===== config.mk =====
export PLATFORM = sky130hd
export DESIGN_NAME = sb_lfosc
export DESIGN_NICKNAME = d
export VERILOG_FILES = /design/src/rtl/sb_lfosc_pkg.sv /design/src/rtl/lfosc_glitchless_gate.sv /design/src/rtl/sb_lfosc.sv
export SDC_FILE = /design/constraint.sdc
export NUM_CORES = 1
export LEC_CHECK = 0
export ABC_AREA = 1
export CAP_MARGIN = 20
export CORE_ASPECT_RATIO = 0.7
export CORE_MARGIN = 8
export CORE_UTILIZATION = 45
export DETAILED_ROUTE_END_ITERATION = 8
export PLACE_DENSITY = 0.6
export REMOVE_ABC_BUFFERS = 1
export SLEW_MARGIN = 25
export SYNTH_ARGS = -nofsm -noshare
export SYNTH_HDL_FRONTEND = slang
export SYNTH_SLANG_ARGS = --single-unit

===== constraint.sdc =====
create_clock -name sysclk -period 1.62 [get_ports sysclk]
set_input_delay 0.162 -clock sysclk [delete_from_list [all_inputs] [get_ports sysclk]]
set_output_delay 0.162 -clock sysclk [all_outputs]
set_load 0.05 [all_outputs]

===== src/rtl/sb_lfosc_pkg.sv =====
// Shared types and helpers for the behavioural iCE40 low-frequency oscillator.
package sb_lfosc_pkg;

  typedef enum logic [1:0] {
    OFF      = 2'd0,
    STARTING = 2'd1,
    RUN      = 2'd2
  } lfosc_state_e;

  // Half-period in sysclk cycles; odd remainders are intentionally truncated.
  function automatic int calc_half(input int sysclk_hz, input int lf_hz);
    return sysclk_hz / (2 * lf_hz);
  endfunction

endpackage


===== src/rtl/lfosc_glitchless_gate.sv =====
// Enable gate for the LF clock: the enable is only sampled while the oscillator is low.
module lfosc_glitchless_gate (
  input  logic clk_i,
  input  logic reset_i,
  input  logic osc_next_i,
  input  logic en_i,
  output logic gated_o
);

  logic gate_q;
  logic gate_d;
  logic out_q;

  // Holding the gate during the high phase means an enable drop never clips a pulse.
  always_comb begin
    gate_d = osc_next_i ? gate_q : en_i;
  end

  always_ff @(posedge clk_i) begin
    if (reset_i) begin
      gate_q <= 1'b0;
      out_q  <= 1'b0;
    end else begin
      gate_q <= gate_d;
      out_q  <= osc_next_i & gate_d;
    end
  end

  assign gated_o = out_q;

endmodule


===== src/rtl/sb_lfosc.sv =====
// Behavioural LFOSC: power-up delay, half-period divider and glitch-free enable
// producing CLKLF from sysclk.
module sb_lfosc
  import sb_lfosc_pkg::*;
#(
  parameter int SYSCLK_HZ    = 48_000_000,
  parameter int LF_HZ        = 10_000,
  parameter int PU_DELAY_CYC = 4_800
) (
  input  logic sysclk,
  input  logic reset,
  input  logic CLKLFPU,
  input  logic CLKLFEN,
  output logic CLKLF
);

  localparam int HALF = calc_half(SYSCLK_HZ, LF_HZ);
  localparam int PU_W = (PU_DELAY_CYC > 1) ? $clog2(PU_DELAY_CYC) : 1;
  localparam int HC_W = (HALF > 1) ? $clog2(HALF) : 1;
  localparam logic [PU_W-1:0] PU_LAST   = PU_W'(PU_DELAY_CYC - 1);
  localparam logic [HC_W-1:0] HALF_LAST = HC_W'(HALF - 1);

  if (HALF < 1) begin : g_bad_half
    $error("sb_lfosc: SYSCLK_HZ/(2*LF_HZ) must be at least 1");
  end
  if (PU_DELAY_CYC < 1) begin : g_bad_pu
    $error("sb_lfosc: PU_DELAY_CYC must be at least 1");
  end

  lfosc_state_e    state_q, state_d;
  logic [PU_W-1:0] pu_cnt_q, pu_cnt_d;
  logic [HC_W-1:0] half_cnt_q, half_cnt_d;
  logic            osc_q, osc_d;

  always_comb begin
    state_d    = state_q;
    pu_cnt_d   = pu_cnt_q;
    half_cnt_d = half_cnt_q;
    osc_d      = osc_q;
    if (!CLKLFPU) begin
      // Power-down wins from any state, even mid high phase.
      state_d    = OFF;
      pu_cnt_d   = '0;
      half_cnt_d = '0;
      osc_d      = 1'b0;
    end else begin
      unique case (state_q)
        OFF: begin
          half_cnt_d = '0;
          osc_d      = 1'b0;
          if (PU_DELAY_CYC == 1) begin
            state_d  = RUN;
            pu_cnt_d = '0;
          end else begin
            state_d  = STARTING;
            pu_cnt_d = PU_W'(1);
          end
        end
        STARTING: begin
          if (pu_cnt_q == PU_LAST) begin
            state_d    = RUN;
            pu_cnt_d   = '0;
            half_cnt_d = '0;
            osc_d      = 1'b0;
          end else begin
            pu_cnt_d = pu_cnt_q + PU_W'(1);
          end
        end
        RUN: begin
          if (half_cnt_q == HALF_LAST) begin
            half_cnt_d = '0;
            osc_d      = ~osc_q;
          end else begin
            half_cnt_d = half_cnt_q + HC_W'(1);
          end
        end
        default: begin
          state_d    = OFF;
          pu_cnt_d   = '0;
          half_cnt_d = '0;
          osc_d      = 1'b0;
        end
      endcase
    end
  end

  always_ff @(posedge sysclk) begin
    if (reset) begin
      state_q    <= OFF;
      pu_cnt_q   <= '0;
      half_cnt_q <= '0;
      osc_q      <= 1'b0;
    end else begin
      state_q    <= state_d;
      pu_cnt_q   <= pu_cnt_d;
      half_cnt_q <= half_cnt_d;
      osc_q      <= osc_d;
    end
  end

  lfosc_glitchless_gate u_gate (
    .clk_i      (sysclk),
    .reset_i    (reset),
    .osc_next_i (osc_d),
    .en_i       (CLKLFEN),
    .gated_o    (CLKLF)
  );

endmodule


* Yosys cells after proc, flatten, opt, wreduce, memory -nomap -nowiden
Index checks and enable logic that the tools add are counted.
** Word-level totals
- Register bits :: 30
- Input port bits :: 4
- Output and inout port bits :: 1
** Cells by class
- Add/sub/neg operators :: 2
- Equal/unequal tests :: 5
- Multiplexer cells :: 12
- Bitwise gates (word level) :: 4
- Reduce and logical (&&, ||, !) cells :: 3
** Operators with widths (count)
- $pmux W13 S3 :: 1
- $mux W12 :: 2
- $pmux W12 S2 :: 1
- $add A13 B1 Y13 const B :: 1
- $eq A13 B13 Y1 const B :: 1
- $mux W13 :: 1
- $add A12 B1 Y12 const B :: 1
- $eq A12 B12 Y1 const B :: 1
- $pmux W2 S3 :: 1
- $mux W1 :: 4
- $not A1 Y1 :: 3
- $eq A2 B1 Y1 const B :: 1
- $eq A2 B2 Y1 const B :: 1
- $logic_not A2 Y1 :: 1
- $mux W2 :: 1
- $ne A2 B2 Y1 const B :: 1
- $pmux W1 S2 :: 1
- $reduce_and A2 Y1 :: 1
- $reduce_or A2 Y1 :: 1
- $and A1 B1 Y1 :: 1

* Logic depth before layout (Yosys ltp)
Gate-level depths: netlist of run 1.
- Depth in word-level cells :: 6
- Gate-level depth with buffers :: 11
- Gate-level depth less buffers :: 11

* Modules after synthesis
From an unflattened synthesis of run 1, not the netlist that was laid out.
** Unflattened totals
- Cell total of the unflattened synthesis :: 278
- Area, all modules :: 1783.0 um2
** By module, submodules not included
- sb_lfosc :: instances 1, cells each 270, area each 1712.9 um2, sequential area each 560.5 um2
- lfosc_glitchless_gate :: instances 1, cells each 8, area each 70.1 um2, sequential area each 40.0 um2

* Worst setup path after synthesis of run 1
No wires, ideal clock.
- Kind :: register to register
- Start point :: reg state_q[0]
- End point :: reg pu_cnt_q[12]
- Library setup time :: 113 ps
- Data arrival time :: 1433 ps
- Data required time :: 1507 ps
- Setup slack :: 73 ps
- Cell stages (with the launch flop) :: 10
- Cells stage by stage :: dfxtp_1 > inv_1 > ha_1 > inv_1 > clkbuf_1 > nand2_1 > nor2_1 > nand3_1 > nand2_1 > nor2_1
** On the way
- Word-level cells in the longest chain between the ends :: 2
- Elaborated cells between the ends (all ways) :: 4
- Classes of those cells :: 2 x eq/ne; 1 x mux; 1 x reduce/logical
** Ends and longest elaborated chain
- start: declaration :: line sb_lfosc.sv:30 : lfosc_state_e state_q, state_d;
- start signal: assignment :: line sb_lfosc.sv:94 : state_q <= state_d;
- $eq A2 B2 Y1, or another cell as far along :: line sb_lfosc.sv:47 : unique case (state_q)
- $pmux W13 S3 :: line sb_lfosc.sv:47
- end signal: assignment :: line sb_lfosc.sv:95 : pu_cnt_q <= pu_cnt_d;
- end: declaration :: line sb_lfosc.sv:31 : logic [PU_W-1:0] pu_cnt_q, pu_cnt_d;
Parallel ways exist; a longest one is shown, timed or not.
A chain may end at the register's enable or synchronous reset.

* Worst setup path after layout of run 1
- Start point :: reg pu_cnt_q[0]
- End point :: reg state_q[0]
** On the way
- Word-level cells in the longest chain between the ends :: 3
** Ends and longest elaborated chain
- $eq A13 B13 Y1 :: line sb_lfosc.sv:60 : if (pu_cnt_q == PU_LAST) begin
- $ne A2 B2 Y1 (no source line)
- $reduce_and A2 Y1 (no source line)
Every way passes these cells.

==> results.md, run 1 <==
* Die Ht at 66.4 um
* Final hold violation count at 0
* Layout cell share with drive strength beyond 1 at around 14%
* Seq cells post-synth at 30
* Placed Instance Area at 0.00184 sq mm
* Fillers at between 300 and 400
* Die Footprint at 0.00584 sq mm
* Via count of the first global-routing pass at 1383
* Antenna fix cells at 0
* Drt pass-1 iters at 4
* Total Wirelength at 3570 um
* Number of different library cells in the post-synthesis netlist at 24
* Maximum number of pins on one net before global-route repair at 12
* Inserted Clock Buffers at 5
* Count of yosys warnings during synthesis at 0
* First-pass GRT wire length at 6150 um
* Highest metal used: met4
* Top library cells by usage in the layout, fill and taps aside: 61 x sky130_fd_sc_hd__nand2_1, 41 x sky130_fd_sc_hd__nor2_1, 28 x sky130_fd_sc_hd__dfxtp_1, 26 x sky130_fd_sc_hd__inv_1, 18 x sky130_fd_sc_hd__a21oi_1
* Type of the worst setup path: flip-flop to flip-flop
* Clock latency reported for the late side of the worst-skew pair at about 0.27 ns
* Horiz. Die Dim at 87.9 um
* Routed met3 length at 141 um
* Worst R2R Start: pu_cnt_q[0]
* DRT iter0 DRCs at 92
* CTS tree: built
* Max-capacitance violation count at 0
* Worst slew slack as a fraction of its limit at a little over 80%
* Most common cell after layout, fill and taps aside: sky130_fd_sc_hd__nand2_1
* Cell area after technology mapping at 0.00163 sq mm
* Clock input transition at the sequential cells of the worst setup and hold paths at 0.06 ns
* DRC Markers at 0
* Final Wtd Congestion at 0.817
* Kind of start point of the critical path: flip-flop
* Required time of the critical path at 1.78 ns
* VDD IR max at around 800 uV
* Clk sink count at 30
* Start point of the worst hold path: reset
* Maximum clock path buffer count at 2
* Number of antenna violations at the first check in global routing at 0
* Number of max-slew violations in the final report at 0
* Total power per unit cell area at 780 mW/mm^2
* Top fanout value on the critical path at 6
* Launch point of the critical path: pu_cnt_q[0]
* Signal arrival time at the worst endpoint at 1.69 ns
* Worst Tran Pin Value at approximately 0.26 ns
* Total via count after detailed routing at roughly 1.5k
* Final min period at 1.53 ns
* Worst min-delay path class: input port to flip-flop
* Met1 wire length at 2010 um
* Cell accounting for the most synthesized area: sky130_fd_sc_hd__dfxtp_1
* Detailed-route wire length per cell at 11.1 um
* Quantity of I/O buffers inserted on ports at 4
* Layout Nets at 281
* Final instance area at 0.00196 sq mm
* Row count at 18
* Overall Power at around 1500 uW
* Sum of met2 wire segment lengths after detailed routing at 1400 um
* Global route overflow at 0
* IO Pins at 5
* Fmax at 0.653 GHz
* Clk root buf: sky130_fd_sc_hd__clkbuf_8
* Starting Density at between 40% and 50%
* Avg Cell Area, Syn at 6.63 sq um
* Area of the placeable core at ~0.0035 sq mm
* Setup violators final at 0
* Type of element capturing the critical path: flip-flop
* Post-DR vias/cell at 4.74
* Internal reg-to-reg setup slack at 0.09 ns
* Outcome: finished clean
* Top cell type's share of synthesized area at approximately 37%
* CTS H-tree depth at 2
* Remaining antenna violation count after routing at 0
* Post-route fraction of the period consumed by the critical path at about 95%
* Aggregate global-route resource usage at a little over an eighth
* Synth top area cells: sky130_fd_sc_hd__dfxtp_1 37%, sky130_fd_sc_hd__nand2_1 15%, sky130_fd_sc_hd__nor2_1 9.4%
* Lkg Pwr at about 0.00075 uW
* Layout overhead on the synthesized area at 20.0%
* Register area share after synthesis at between 30 and 40%
* Clock Skews at 0.00789 ns
* Final HPWL DP at 2660 um
* Cells after Synth at 246
worst max-delay path, stage by stage, from the launching register on:
cell and delay, ns:
sky130_fd_sc_hd__dfxtp_2 0.33, sky130_fd_sc_hd__ha_2 0.18, sky130_fd_sc_hd__nand2_2 0.08, sky130_fd_sc_hd__nor2_4 0.15, sky130_fd_sc_hd__nand2_2 0.08, sky130_fd_sc_hd__o21ai_4 0.21, sky130_fd_sc_hd__nand2_2 0.12, sky130_fd_sc_hd__o21ai_0 0.21
sky130_fd_sc_hd__nor2_1 0.06
through the flow:
step / utilization (%) / TNS, ns / cells / setup WS (ns) / hold slack (ns)
after floorplan: - / -0.276 / 242 / -0.0355 / 0.234
after global placement: 52.6 / 0 / 312 / 0.0580 / 0.464
after detailed placement: 52.6 / 0 / 312 / 0.0232 / 0.463
after CTS: 55.2 / 0 / 320 / 0.0216 / 0.453
after global routing: 56.0 / -0.0897 / 322 / -0.0121 / 0.496
final: 56.0 / 0 / 322 / 0.0877 / 0.461
registers in the layout, indices dropped and copies added (netlist names):
| name | flops |
|---|---|
| half_cnt_q | 12 |
| osc_q | 1 |
| pu_cnt_q | 13 |
| state_q | 2 |
| u_gate.gate_q | 1 |
| u_gate.gated_o | 1 |
cells by family (layout without fill, tap and decap cells):
group                      Yosys count  count (layout)  share of synthesized area [%]
buffers and inverters               33              59                           8.37
adders and majority gates            6               6                           4.60
and+or+nand+nor                    145             145                           38.4
DFF                                 30              30                           36.8
AOI/OAI and AO/OA                   28              28                           9.67
xor gates and xnor gates             4               4                           2.15
final cells by class:
| type | count | area, sq um | area share [%] |
|---|---|---|---|
| Multi-Input combinational cell | 183 | 903 | 46.2 |
| Sequential cell | 30 | 603 | 30.8 |
| Timing Repair Buffer | 22 | 186 | 9.53 |
| Inverter | 29 | 109 | 5.57 |
| Clock buffer | 7 | 86.3 | 4.41 |
| Tap cell | 50 | 62.6 | 3.20 |
| Clock inverter | 1 | 5.00 | 0.256 |
layer usage:
metal | GRT usage (%) | up-vias
met5 | 0 | -
met2 | 18.8 | 21
met3 | 4.22 | 2
met4 | 2.56 | 0
li1 | - | 838
met1 | 19.3 | 664
power by group:
group / internal (uW) / switching (uW)
clock: 342 / 271
sequential: 747 / 4.75
combinational: 64.2 / 95.5
total: 1150 / 372
path summary, 6_finish.rpt:
check,endpoint,depth (start not counted)
setup / recovery,state_q[0],8
hold / removal,osc_q,2
setup reg to reg,state_q[0],8
hold reg to reg,u_gate.gated_o,2
cells in the mapped netlist (all sizes together):
library cell and number:
nor2 42, ha 6, nor3 10, o21bai 2
clkbuf 1, o21ai 7, inv 29, nand3 16
buf 3, a21oi 18, nor3b 2, nand2 65
nand3b 1, xor2 4, nand4 9, dfxtp 30
a31oi 1
repair_timing:
item,in CTS,in global routing
gates resized for setup,0,9
setup buffers,0,1
hold endpoints to repair,0,0
hold buffers,0,0
endpoints found under the setup margin,0,25
(Power assumes the default switching activity.)
==> run 2: changes to the inputs <==
--- a/config.mk
+++ b/config.mk
@@ -7,11 +7,12 @@
 export LEC_CHECK = 0
 export ABC_AREA = 1
 export CAP_MARGIN = 20
-export CORE_ASPECT_RATIO = 0.7
+export CORE_ASPECT_RATIO = 0.6
 export CORE_MARGIN = 8
-export CORE_UTILIZATION = 45
+export CORE_UTILIZATION = 57
+export CTS_BUF_LIST = sky130_fd_sc_hd__clkbuf_4 sky130_fd_sc_hd__clkbuf_8
 export DETAILED_ROUTE_END_ITERATION = 8
-export PLACE_DENSITY = 0.6
+export PLACE_DENSITY = 0.74
 export REMOVE_ABC_BUFFERS = 1
 export SLEW_MARGIN = 25
 export SYNTH_ARGS = -nofsm -noshare
==> results.md, run 2 (synthesized netlist as in run 1, its figures left out) <==
* Layout overhead on the synthesized area at 17.6%
* Maximum number of pins on one net before global-route repair at 12 (unchanged)
* DRC Markers at 0 (unchanged)
* Worst R2R Start: pu_cnt_q[0]
* Hold Path Depth at 2 (unchanged)
* Area of the placeable core at 0.00280 sq mm (-20%)
* Worst slew slack as a fraction of its limit at 77.8% (-5.0 points)
* Clk root buf: sky130_fd_sc_hd__clkbuf_8
* Worst reg2reg path endpoint: pu_cnt_q[8]
* Final Wtd Congestion at 0.856 (+4.7%)
* Post-DR vias/cell at 5.09 (+7.5%)
* Type of the worst setup path: flip-flop to flip-flop
* Number of cells on the worst reg-to-reg path at 9 (+1)
* Signal arrival time at the worst endpoint at 1.70 ns (about the same)
* IO Pins at 5 (unchanged)
* CTS H-tree depth at 2 (unchanged)
* Maximum clock path buffer count at 2 (unchanged)
* Post-route fraction of the period consumed by the critical path at 94.8% (+0.24 points)
* Number of max-slew violations in the final report at 0 (unchanged)
* Registers with the most flip-flops: pu_cnt_q: 13 flops, half_cnt_q: 12 flops, state_q: 2 flops
* Max FFs per register at 13 (unchanged)
* Inserted Clock Buffers at 5 (unchanged)
* Detailed-route wire length per cell at 12.5 um (+13%)
* Cell Chain, Critical Path: ha_4 -> nand2_4 -> nor2_4 -> nand2_2 -> o21ai_4 -> nand2_2 -> nand2_2 -> buf_4 -> nor3b_1
* CTS tree: built
* Placed Instance Area at 0.00178 sq mm (-3.0%)
* Aggregate global-route resource usage at 16.6% (+3.2 points)
* Top cell by count, worst path: sky130_fd_sc_hd__nand2_2
* Antenna fix cells at 0 (unchanged)
* Outcome: finished clean
* Worst Tran Pin Value at 0.331 ns (+0.0748 ns)
* Die Footprint at 0.00488 sq mm (-16%)
* Final HPWL DP at 2750 um (+3.4%)
* Number of antenna violations at the first check in global routing at 0 (unchanged)
* Destination of the worst hold path: osc_q
* Top library cells by usage in the layout, fill and taps aside: 59 x sky130_fd_sc_hd__nand2_1, 41 x sky130_fd_sc_hd__nor2_1, 28 x sky130_fd_sc_hd__dfxtp_1, 26 x sky130_fd_sc_hd__inv_1, 18 x sky130_fd_sc_hd__a21oi_1
* Final min period at 1.54 ns (+0.00391 ns)
* Lkg Pwr at 0.000739 uW (-1.5%)
* Start point of the worst hold path: reset
* Clk sink count at 30 (unchanged)
* Setup violators final at 0 (unchanged)
* Die Ht at 57.4 um (-13%)
* Total Wirelength at 3760 um (+5.2%)
* Max-capacitance violation count at 0 (unchanged)
* Row count at 15 (-3)
* First-pass GRT wire length at 6310 um (+2.7%)
* Total via count after detailed routing at 1527 (+0.13%)
* Quantity of I/O buffers inserted on ports at 4 (unchanged)
* Type of element capturing the critical path: flip-flop
* Count of placed standard cells including taps at 293 (-6.1%)
* Clock Skews at 0.00550 ns (-0.00239 ns)
* Clock input transition at the sequential cells of the worst setup and hold paths at 0.06 ns (about the same)
* Global route overflow at 0 (unchanged)
* Remaining antenna violation count after routing at 0 (unchanged)
* Required time of the critical path at 1.79 ns (about the same)
* Final instance area at 0.00192 sq mm (-2.0%)
* Utilization of the core after routing at 68.5% (+13 points)
* Largest Register: pu_cnt_q
* Kind of start point of the critical path: flip-flop
* Standard cell with the maximum stage delay on the critical path: sky130_fd_sc_hd__dfxtp_2
* Drt pass-1 iters at 4 (unchanged)
* Horiz. Die Dim at 85.0 um (-3.3%)
* Worst path max stage delay at 0.37 ns (+0.04 ns)
* Most common cell after layout, fill and taps aside: sky130_fd_sc_hd__nand2_1
* Final cell count without fillers at 300 (-6.8%)
* Worst min-delay path class: input port to flip-flop
* Top fanout value on the critical path at 5 (-1)
* Starting Density at 58.3% (+12 points)
* VDD IR max at 556 uV (-30%)
* Internal reg-to-reg setup slack at 0.08 ns (about the same)
* Layout Nets at 277 (-1.4%)
* DRT iter0 DRCs at 91 (-1.1%)
* Clock latency reported for the late side of the worst-skew pair at 0.28 ns (about the same)
* Fmax at 0.651 GHz (-0.25%)
* Total power per unit cell area at 781 mW/mm^2 (+0.10%)
* Layout cell share with drive strength beyond 1 at 13.5% (-0.80 points)
* Via count of the first global-routing pass at 1332 (-3.7%)
* Final hold violation count at 0 (unchanged)
## run 2: critical path: cells and delay by family, from the launching register on
family	cells	cell delay, ns
fa+ha+maj	1	0.16
simple gates	6	0.54
flops	1	0.37
buf+inv	1	0.14
compound gates	1	0.23
## run 2: where the power goes
group	switching, uW	internal [uW]	total [uW]
registers	7.17	746	754
logic	94.8	60.5	155
clock network	261	327	588
## run 2: worst max-delay path by stage
stage,startpoint,slack (ns),endpoint
final,pu_cnt_q[0],0.08,pu_cnt_q[8]
after CTS,pu_cnt_q[0],0.01,u_gate.gate_q
after global placement,pu_cnt_q[0],0.06,u_gate.gate_q
after detailed placement,pu_cnt_q[0],0.03,u_gate.gate_q
after floorplan,pu_cnt_q[1],-0.04,pu_cnt_q[8]
after global routing,pu_cnt_q[0],-0.02,state_q[1]
## run 2: per-stage QoR
step                setup slack, ns  hold WS, ns  TNS (ns)  total power (uW)
floorplan                   -0.0355        0.234    -0.276               849
global placement             0.0575        0.465         0               907
detailed placement           0.0271        0.477         0               906
CTS                          0.0109        0.476         0              1490
global route                -0.0225        0.502   -0.0782              1560
finish                       0.0838        0.475         0              1500
## run 2: layer usage
layer / track usage, % / vias up / share of wire, %
met3: 5.58 / 7 / 6.7
met1: 25.6 / 650 / 57
met5: 0 / - / 0
li1: - / 831 / -
met2: 18.7 / 39 / 34
met4: 7.54 / 0 / 1.9
## run 2: what timing repair did
| action | CTS | global route |
|---|---|---|
| setup buffers | 0 | 1 |
| resized for setup | 0 | 15 |
| hold buffers | 0 | 0 |
| gates cloned | 0 | 0 |
| endpoints found under the setup margin | 2 | 28 |
| pin swaps | 1 | 5 |
| endpoints found under the hold margin | 0 | 0 |
## run 2: cell type report
cell class,count,area [sq um]
multi-input combinational,183,923
fill,260,880
sequential,30,606
timing repair buffer,18,154
inverter,29,109
clock buffer,6,82.6
tap,34,42.5
==> run 3: changes to the inputs <==
--- a/config.mk
+++ b/config.mk
@@ -12,9 +12,11 @@
 export CORE_UTILIZATION = 57
 export CTS_BUF_LIST = sky130_fd_sc_hd__clkbuf_4 sky130_fd_sc_hd__clkbuf_8
 export DETAILED_ROUTE_END_ITERATION = 8
-export PLACE_DENSITY = 0.74
+export GPL_TIMING_DRIVEN = 0
+export PLACE_DENSITY = 0.73
 export REMOVE_ABC_BUFFERS = 1
 export SLEW_MARGIN = 25
 export SYNTH_ARGS = -nofsm -noshare
 export SYNTH_HDL_FRONTEND = slang
+export SYNTH_HIERARCHICAL = 1
 export SYNTH_SLANG_ARGS = --single-unit
==> constraint.sdc (replaced) <==
create_clock -name sysclk -period 1.62 [get_ports sysclk]
set_input_delay 0.162 -clock sysclk [delete_from_list [all_inputs] [get_ports sysclk]]
set_output_delay 0.162 -clock sysclk [all_outputs]
set_load 0.02 [all_outputs]
==> results.md, run 3 <==
* CTS tree: built
* Fillers at 272 (+4.6%)
* Drt pass-1 iters at 4 (unchanged)
* Clock input transition at the sequential cells of the worst setup and hold paths at 0.06 ns (about the same)
* Worst reg2reg path endpoint: half_cnt_q[8]
* Horiz. Die Dim at 88.2 um (+3.7%)
* Count of yosys warnings during synthesis at 6 (+6)
* Layout Nets at 302 (+9.0%)
* Layout cell share with drive strength beyond 1 at 14.7% (+1.1 points)
* CTS H-tree depth at 2 (unchanged)
* Power share of the sequential group at 49.0% (-1.4 points)
* Type of the worst setup path: flip-flop to flip-flop
* Area of the placeable core at 0.00293 sq mm (+4.7%)
* Cell internal pwr at 1160 uW (+2.3%)
* Registers with the most flip-flops: pu_cnt_q: 13 flops, half_cnt_q: 12 flops, state_q: 2 flops
* Via count of the first global-routing pass at 1276 (-4.2%)
* Post-DR vias/cell at 4.99 (-2.1%)
* Signal arrival time at the worst endpoint at 1.72 ns (+0.02 ns)
* Worst slew slack as a fraction of its limit at 69.9% (-8.0 points)
* Starting Density at 60.9% (+2.6 points)
* Worst R2R Start: pu_cnt_q[1]
* Worst min-delay path class: input port to flip-flop
* Worst Tran Pin Value at 0.451 ns (+0.120 ns)
* Type of element capturing the critical path: flip-flop
* Final hold violation count at 0 (unchanged)
* Most used flip-flop cell after synthesis: sky130_fd_sc_hd__dfxtp_1
* Final Wtd Congestion at 0.892 (+4.3%)
* Most numerous cell in the Yosys netlist: sky130_fd_sc_hd__nand2_1
* Inserted Clock Buffers at 5 (unchanged)
* Max FFs per register at 13 (unchanged)
* Global route overflow at 0 (unchanged)
* IO Pins at 5 (unchanged)
* Total Wirelength at 3890 um (+3.5%)
* Antenna fix cells at 0 (unchanged)
* Number of different library cells in the post-synthesis netlist at 25 (+4.2%)
* Required time of the critical path at 1.79 ns (about the same)
* Synth top area cells: sky130_fd_sc_hd__dfxtp_1 34%, sky130_fd_sc_hd__nand2_1 14%, sky130_fd_sc_hd__nor2_1 12%
* Total via count after detailed routing at 1670 (+9.4%)
* Number of antenna violations at the first check in global routing at 0 (unchanged)
* Destination of the worst hold path: u_gate/gate_q
* VDD IR max at 590 uV (+6.0%)
* Fmax at 0.646 GHz (-0.74%)
* Internal reg-to-reg setup slack at 0.07 ns (about the same)
* Top library cells by usage in the layout, fill and taps aside: 65 x sky130_fd_sc_hd__nand2_1, 53 x sky130_fd_sc_hd__nor2_1, 38 x sky130_fd_sc_hd__inv_1, 27 x sky130_fd_sc_hd__dfxtp_1, 23 x sky130_fd_sc_hd__nand3_1
* Clock Skews at 0.00930 ns (+0.00379 ns)
* Max-capacitance violation count at 0 (unchanged)
* Number of max-slew violations in the final report at 0 (unchanged)
* Layout overhead on the synthesized area at 14.8%
* Number of flops mapped to enable cells by yosys at 0 (unchanged)
* Final cell count without fillers at 335 (+12%)
* Unrepaired setup endpoints after global routing: true
* Final min period at 1.55 ns (+0.0115 ns)
* Async set-or-reset flop fraction in the synthesized netlist at 0% (unchanged)
* Die Footprint at 0.00523 sq mm (+7.1%)
* DRT iter0 DRCs at 205 (+130%)
* Setup violators final at 0 (unchanged)
* Clock latency reported for the late side of the worst-skew pair at 0.28 ns (about the same)
* Detailed-route wire length per cell at 11.6 um (-7.3%)
* Row count at 15 (unchanged)
* Register area share after synthesis at 33.7% (-3.2 points)
* Share of total power in the clock network at 41.1% (+1.8 points)
* Lkg Pwr at 0.000751 uW (+1.6%)
* Top cell type's share of synthesized area at 33.7% (-3.2 points)
* Proportion of total power due to net switching at 24.9% (+0.66 points)
* Setup TNS at 0 ns (unchanged)
* Die Ht at 59.3 um (+3.3%)
* Utilization of the core after routing at 69.9% (+1.4 points)
* P_sw at 385 uW (+6.0%)
* Hold Path Depth at 3 (+1)
* Seq cells post-synth at 30 (unchanged)
* Start point of the worst hold path: CLKLFEN
* Maximum clock path buffer count at 2 (unchanged)
* Final HPWL DP at 2650 um (-3.5%)
* Clk root buf: sky130_fd_sc_hd__clkbuf_8
* Largest Register: pu_cnt_q
* Clk sink count at 30 (unchanged)
* Total power per unit cell area at 755 mW/mm^2 (-3.3%)
* Most common cell after layout, fill and taps aside: sky130_fd_sc_hd__nand2_1
* Post-route fraction of the period consumed by the critical path at 95.5% (+0.71 points)
* DRC Markers at 0 (unchanged)
* Aggregate global-route resource usage at 14.6% (-2.0 points)
* Quantity of I/O buffers inserted on ports at 4 (unchanged)
* Cell accounting for the most synthesized area: sky130_fd_sc_hd__dfxtp_1
* Maximum number of pins on one net before global-route repair at 24 (+12)
* Count of placed standard cells including taps at 319 (+8.9%)
* Cell area after technology mapping at 0.00178 sq mm (+9.4%)
* Kind of start point of the critical path: flip-flop
* Top cells by instance count after synthesis: 68 x sky130_fd_sc_hd__nand2_1, 56 x sky130_fd_sc_hd__nor2_1, 39 x sky130_fd_sc_hd__inv_1, 30 x sky130_fd_sc_hd__dfxtp_1, 23 x sky130_fd_sc_hd__nand3_1
* Cells after Synth at 278 (+13%)
* Number of cells on the worst reg-to-reg path at 9 (unchanged)
* First-pass GRT wire length at 5950 um (-5.8%)
* Combinational power share at 9.9% (-0.5 points)
* Top fanout value on the critical path at 11 (+6)
* Avg Cell Area, Syn at 6.41 sq um (-3.2%)
* Remaining antenna violation count after routing at 0 (unchanged)
* Outcome: finished clean
* Overall Power at 1540 uW (+3.2%)
[run 3: cell count changes after synthesis, moves of 4 or more]
| cell | delta |
|---|---|
| sky130_fd_sc_hd__inv_1 | +12 |
| sky130_fd_sc_hd__nand2_1 | +4 |
| sky130_fd_sc_hd__nand3_1 | +7 |
| sky130_fd_sc_hd__nor2_1 | +15 |
| sky130_fd_sc_hd__xnor2_1 | +4 |
| sky130_fd_sc_hd__a21oi_1 | -9 |
[run 3: worst max-delay path by stage]
stage	start	endpoint	slack, ns	cells past startpoint
floorplan	state_q[0]	pu_cnt_q[5]	0.08	6
global placement	state_q[0]	pu_cnt_q[2]	-0.42	6
detailed placement	state_q[0]	pu_cnt_q[5]	-0.42	6
CTS	pu_cnt_q[1]	u_gate/gate_q	0.002	10
global route	pu_cnt_q[1]	u_gate/gate_q	-0.03	11
finish	pu_cnt_q[1]	half_cnt_q[8]	0.07	9
[run 3: critical path: stages, from the launching register on]
cell	delay, ns
sky130_fd_sc_hd__dfxtp_1	0.36
sky130_fd_sc_hd__ha_2	0.22
sky130_fd_sc_hd__nand2_1	0.06
sky130_fd_sc_hd__nor2_1	0.14
sky130_fd_sc_hd__nand3_2	0.15
sky130_fd_sc_hd__buf_4	0.18
sky130_fd_sc_hd__nand2_4	0.13
sky130_fd_sc_hd__nand3_1	0.08
sky130_fd_sc_hd__nand2_1	0.08
sky130_fd_sc_hd__nor2_1	0.04
[run 3: repair_timing]
item	CTS	global route
endpoints found under the hold margin	0	0
buffers inserted	0	6
cloned	0	2
gates resized for setup	6	11
hold buffers	0	0
pin swaps	0	2
setup endpoints to repair	23	26
[run 3: per-stage QoR]
| stage | hold WS [ns] | cell area, sq um | worst slack, ns |
|---|---|---|---|
| 6_report | 0.439 | 2050 | 0.0722 |
| 5_1_grt | 0.460 | 2050 | -0.0302 |
| 4_1_cts | 0.435 | 1950 | 0.00200 |
| 3_5_place_dp | 0.438 | 1830 | -0.423 |
| 3_3_place_gp | 0.434 | 1830 | -0.423 |
| 2_1_floorplan | 0.234 | 1740 | 0.0788 |
[run 3: area by class of cell]
type	instances	area, sq um	share of cell area (%)
tap	42	52.6	2.57
sequential	30	604	29.5
clock inverter	1	5.00	0.244
timing repair inverter	1	5.00	0.244
clock buffer	7	90.1	4.40
multi-input combinational	203	1050	51.2
timing repair buffer	10	85.1	4.16
inverter	41	158	7.70
[run 3: cell families after synthesis]
family                   count (synthesis)  share of synthesized area [%]
AO/OA/AOI/OAI                           13                           3.65
flip-flops                              30                           33.7
buffers and inverters                   46                           11.1
AND/OR/NAND/NOR                        176                           43.9
XOR/XNOR                                 7                           3.44
adder cells (fa/ha/maj)                  6                           4.21
[run 3: power groups by stage]
stage | clock network (uW) | logic [uW] | registers [uW]
detailed placement | 0 | 117 | 772
global placement | 0 | 116 | 772
floorplan | 0 | 83.6 | 770
global route | 678 | 170 | 758
CTS | 652 | 126 | 756
finish | 634 | 153 | 757
[run 3: metal layers]
metal,GRT usage (%),part of all wire (%),vias up
li1,-,-,889
met1,24.2,55,723
met2,15.2,35,54
met3,4.70,9.5,4
met4,4.30,0.74,0
met5,0,0,-
